File: src/rtl/tt_um_serial_sub.sv
// Bit-serial A - B - Bin, LSB first, one full-subtractor cell per clock.
// Define SERSUB_SIGNED_OVF_EN to add signed overflow on uio_out[4].
module tt_um_serial_sub #(
   parameter int WIDTH = 8
) (
   input  logic       clk,
   input  logic       rst_n,
   input  logic       ena,
   input  logic [7:0] ui_in,
   input  logic [7:0] uio_in,
   output logic [7:0] uo_out,
   output logic [7:0] uio_out,
   output logic [7:0] uio_oe
);
   localparam int CW = $clog2(WIDTH) + 1;

   typedef enum logic [1:0] {IDLE, RUN, DONE} state_t;

   state_t           state_q, state_d;
   logic [WIDTH-1:0] a_q, a_d, b_q, b_d;
   logic [WIDTH-1:0] a_sh_q, a_sh_d, b_sh_q, b_sh_d;
   logic [WIDTH-1:0] diff_q, diff_d, diff_nxt;
   logic [CW-1:0]    cnt_q, cnt_d;
   logic             borrow_q, borrow_d, brw_nxt, d_bit;
   logic [7:0]       res_q, res_d;
   logic             bout_q, bout_d;
   logic             ld_a, ld_b, start, bin;
   logic             busy, done, ovf;
`ifdef SERSUB_SIGNED_OVF_EN
   logic             ovf_q, ovf_d, amsb_q, amsb_d, bmsb_q, bmsb_d;
`endif

   logic unused_ok;
   assign unused_ok = &{1'b0, ena, uio_in[7:4], ui_in};

   assign ld_a  = uio_in[0];
   assign ld_b  = uio_in[1];
   assign start = uio_in[2];
   assign bin   = uio_in[3];

   assign d_bit    = a_sh_q[0] ^ b_sh_q[0] ^ borrow_q;
   assign brw_nxt  = (~a_sh_q[0] & b_sh_q[0])
                   | (~(a_sh_q[0] ^ b_sh_q[0]) & borrow_q);
   assign diff_nxt = {d_bit, diff_q[WIDTH-1:1]};

   always_comb begin
      state_d  = state_q;
      a_d      = a_q;
      b_d      = b_q;
      a_sh_d   = a_sh_q;
      b_sh_d   = b_sh_q;
      diff_d   = diff_q;
      cnt_d    = cnt_q;
      borrow_d = borrow_q;
      res_d    = res_q;
      bout_d   = bout_q;
`ifdef SERSUB_SIGNED_OVF_EN
      ovf_d    = ovf_q;
      amsb_d   = amsb_q;
      bmsb_d   = bmsb_q;
`endif
      unique case (state_q)
         RUN: begin
            a_sh_d   = a_sh_q >> 1;
            b_sh_d   = b_sh_q >> 1;
            diff_d   = diff_nxt;
            borrow_d = brw_nxt;
            cnt_d    = cnt_q + CW'(1);
            if (cnt_q == CW'(WIDTH - 1)) begin
               res_d   = 8'(diff_nxt);
               bout_d  = brw_nxt;
               state_d = DONE;
`ifdef SERSUB_SIGNED_OVF_EN
               ovf_d   = (amsb_q != bmsb_q) && (d_bit != amsb_q);
`endif
            end
         end
         default: begin
            // loads land before start so a same-edge load feeds the shifters
            if (ld_a) a_d = ui_in[WIDTH-1:0];
            if (ld_b) b_d = ui_in[WIDTH-1:0];
            if (start) begin
               a_sh_d   = a_d;
               b_sh_d   = b_d;
               diff_d   = '0;
               borrow_d = bin;
               cnt_d    = '0;
               state_d  = RUN;
`ifdef SERSUB_SIGNED_OVF_EN
               ovf_d    = 1'b0;
               amsb_d   = a_d[WIDTH-1];
               bmsb_d   = b_d[WIDTH-1];
`endif
            end
         end
      endcase
   end

   always_ff @(posedge clk) begin
      if (!rst_n) begin
         state_q  <= IDLE;
         a_q      <= '0;
         b_q      <= '0;
         a_sh_q   <= '0;
         b_sh_q   <= '0;
         diff_q   <= '0;
         cnt_q    <= '0;
         borrow_q <= 1'b0;
         res_q    <= '0;
         bout_q   <= 1'b0;
`ifdef SERSUB_SIGNED_OVF_EN
         ovf_q    <= 1'b0;
         amsb_q   <= 1'b0;
         bmsb_q   <= 1'b0;
`endif
      end else begin
         state_q  <= state_d;
         a_q      <= a_d;
         b_q      <= b_d;
         a_sh_q   <= a_sh_d;
         b_sh_q   <= b_sh_d;
         diff_q   <= diff_d;
         cnt_q    <= cnt_d;
         borrow_q <= borrow_d;
         res_q    <= res_d;
         bout_q   <= bout_d;
`ifdef SERSUB_SIGNED_OVF_EN
         ovf_q    <= ovf_d;
         amsb_q   <= amsb_d;
         bmsb_q   <= bmsb_d;
`endif
      end
   end

   assign busy = (state_q == RUN);
   assign done = (state_q == DONE);

`ifdef SERSUB_SIGNED_OVF_EN
   assign ovf    = ovf_q;
   assign uio_oe = 8'hF0;
`else
   assign ovf    = 1'b0;
   assign uio_oe = 8'hE0;
`endif

   assign uo_out  = res_q;
   assign uio_out = {busy, done, bout_q, ovf, 4'b0000};
endmodule

File: config.mk
export PLATFORM = sky130hd
export DESIGN_NAME = tt_um_serial_sub
export DESIGN_NICKNAME = d
export VERILOG_FILES = /design/src/rtl/tt_um_serial_sub.sv
export SDC_FILE = /design/constraint.sdc
export NUM_CORES = 1
export LEC_CHECK = 0
export CAP_MARGIN = 20
export CORE_UTILIZATION = 50
export DETAILED_ROUTE_END_ITERATION = 8
export GPL_ROUTABILITY_DRIVEN = 0
export PLACE_DENSITY = 0.85
export SLEW_MARGIN = 15
export SYNTH_ARGS = -nofsm -noshare
export SYNTH_HDL_FRONTEND = slang
export SYNTH_SLANG_ARGS = --single-unit
File: constraint.sdc
create_clock -name clk -period 2.5 [get_ports clk]
set_input_delay 0.375 -clock clk [delete_from_list [all_inputs] [get_ports clk]]
set_output_delay 0.375 -clock clk [all_outputs]
set_load 0.02 [all_outputs]
==> impl_metrics.yaml <==
status:
  outcome: "finished clean"
synth:
  netlist_area_mm2: 0.00275
  yosys.area_share.simple_pct: 25.0
  synthMuxAreaShare_pct: 4.55
  synth_fa_ha_area_share_pct: 1.18
  synth_edf_count: 0
  synth_xor_area_share_pct: 0
  syn_avg_cell_area_um2: 8.54
  synth_top_family_by_area: "simple AND/OR/NAND/NOR gates"
  synth_top_cell_area_share_pct: 40.0
  synth_common_cells: "55 x dfxtp_1, 43 x nand2_1, 25 x a21oi_1, 19 x buf_4, 19 x inv_1"
  synthFlopType: "dfxtp_1"
  yosys.area.top_type: "dfxtp_1"
  synth_cell_type_count: 32
  synth.area.top_cells: "dfxtp_1 40%, nor4_2 6.4%, nand2_1 5.9%"
  synth_compound_area_share_pct: 15.9
  synthCells: 322
  synth_most_common_cell: "dfxtp_1"
  synth-async-reset-ratio_pct: 0
  ys_ff_latch: 55
  yosysSeqAreaShare_pct: 40.0
  yosys_warnings: 0
place:
  pre_cts_ws_ps: 566
  dp_hpwl_um: 3340
  portBuffers: 24
clocking:
  cts-buffers-inserted: 5
  ctsHoldBuffers: 0
  cts_setup_buffers: 0
  htree_levels: 2
  cts_tree: "built"
  cts_buffer_depth: 2
  cts.clk_slew.worst_paths_ps: 100
  clock_latency_ps: 310
  root_buffer: "clkbuf_8"
  cts_sinks: 55
  cts_resized: 0
global_route:
  grt_max_degree: 48
  grt_pass1_wl_um: 9140
  overflow: 0
  grtUsageTotal_pct: 19.2
  grt_pass1_vias: 2040
  antenna_found_initial: 0
critical_path:
  reg2reg_depth: 5
  crit_cells: 3
  cp-end-kind: "output port"
  crit_family: "buffers and inverters"
  crit_type: "register to output port"
  path_max_fanout: 14
  crit_chain: "nand2b_2 -> inv_4 -> clkdlybuf4s50_1"
  critPathBufInv: 2
  start_kind: "register"
  required_ps: 2120
  critPathMaxStageDelay_ps: 610
  cp_slowest_cell: "clkdlybuf4s50_1"
  crit_arrival_ps: 1700
floorplanning:
  fp.dieW_um: 76.2
  io_pins: 43
  start_util_pct: 52.8
  num_rows: 26
  dieHeight_um: 76.2
  core_area_mm2: 0.00520
  die_area_mm2: 0.00580
sta:
  hold_viol_final: 0
  fin_crit_sh_pct: 83.1
  slew_viol_final: 0
  whs_ps: 463
  fin_tns_setup_ps: 0
  rsz0062_at_grt: "false"
  max_freq_ghz: 0.481
  setup_ws_ps: 423
  tightest_slew_ps: 660
  slew_headroom_pct: 55.9
  skew_ps: 9.68
  finalSetupViolations: 0
  layout_min_cycle_time_ps: 2080
finish:
  synthToLayoutAreaGrowth_pct: 9.10
  fill_cells: 467
  diodes: 0
  seqCellArea_mm2: 0.00110
  multi_input_area_mm2: 0.00133
  fin_nets: 348
  drive_gt1_share_pct: 10.1
route:
  via_count: 2224
  wirelength_um: 5290
  first_iter_violations: 181
  vias_per_cell: 5.59
  ant_nets: 0
  drc: 0
  wire_per_inst_um: 13.3
  firstDrtPassIters: 4
worst_hold_path:
  hp-class: "register to register"
  whs_path_depth: 2
power:
  cellPowerDensity_mw_per_mm2: 598
  p_total_mw: 1.79
  p_sw_share_pct: 28.7
  pwr-share-seq_pct: 53.3
  internal-power_mw: 1.28
  power.switching_mw: 0.515
  power.leakage_nw: 1.05
  clkPwrFrac_pct: 28.5
  pwr-share-comb_pct: 18.2
  vdd_drop_max_uv: 555
flow_run:
  cap_violations: 0
## layout make-up
class	count	share of cell area, %
multi-input cells	214	44.5
inverters	20	2.59
clock buffers	7	2.88
well taps	70	2.92
repair buffers	31	10.2
flip-flops and latches	55	36.7
clock inverters	1	0.292
## final timing paths
path / from / to / slack, ps
setup / recovery: state_q[1]$_SDFFE_PN0P_ / uio_out[7] / 420
setup reg to reg: state_q[1]$_SDFFE_PN0P_ / cnt_q[2]$_SDFFE_PN0P_ / 700
hold reg to reg: uo_out[5]$_SDFFE_PN0P_ / uo_out[5]$_SDFFE_PN0P_ / 460
hold / removal: uo_out[5]$_SDFFE_PN0P_ / uo_out[5]$_SDFFE_PN0P_ / 460
## stage by stage
stage	instances	utilization, %	area, µm²
detailed placement	390	55.8	2910
global route	398	57.6	3000
floorplan	333	-	2790
global placement	390	55.8	2910
finish	398	57.6	3000
CTS	398	57.6	3000
## cell usage in the layout, fill, tap and decap left out, drive strengths merged
cell type / count
a211oi: 4
nor3: 16
o31a: 1
ha: 1
buf: 7
o2111a: 14
and3: 1
nor3b: 2
nand2b: 2
nor2: 17
clkdlybuf4s50: 24
o21a: 2
nand2: 43
dfxtp: 55
nand3: 18
nand3b: 8
fa: 1
clkinv: 1
clkbuf: 7
nor2b: 2
o211a: 1
inv: 20
o21ai: 17
a21oi: 25
mux2: 1
conb: 13
nor4: 14
mux2i: 11
## tightest hold or removal path: cells and delay by family (launching register included)
family        cells  cell delay [ps]
simple gates      1               50
flops             1              320
mux               1               50
## cell families (layout without fill, tap and decap cells)
family | Yosys count | count (layout)
DFF | 55 | 55
adders and majority gates | 2 | 2
muxes | 12 | 12
and+or+nand+nor | 123 | 123
buffers and inverters | 64 | 59
AOI/OAI and AO/OA | 64 | 64
other | 2 | 13
## sequential cells by signal, indices dropped and copies added (netlist names)
name / count
cnt_q: 4
uo_out: 8
b_q: 8
b_sh_q: 8
state_q: 2
a_q: 8
borrow_q: 1
a_sh_q: 8
bout_q: 1
diff_q: 7
## power groups by stage
stage	logic (mW)	clock network, mW	registers [mW]
after floorplan	0.282	0	0.970
after global placement	0.315	0	0.974
after detailed placement	0.324	0	0.977
after CTS	0.325	0.520	0.957
after global routing	0.361	0.556	0.964
final	0.326	0.512	0.956
## per-layer routing
layer	up-vias	wire, µm	GRT usage (%)
met5	-	0	0
met4	0	72	6.92
met3	6	197	3.59
met2	51	2670	34.1
met1	1077	2350	23.2
li1	1090	-	-
No activity file was read; power rests on OpenSTA's default activity.
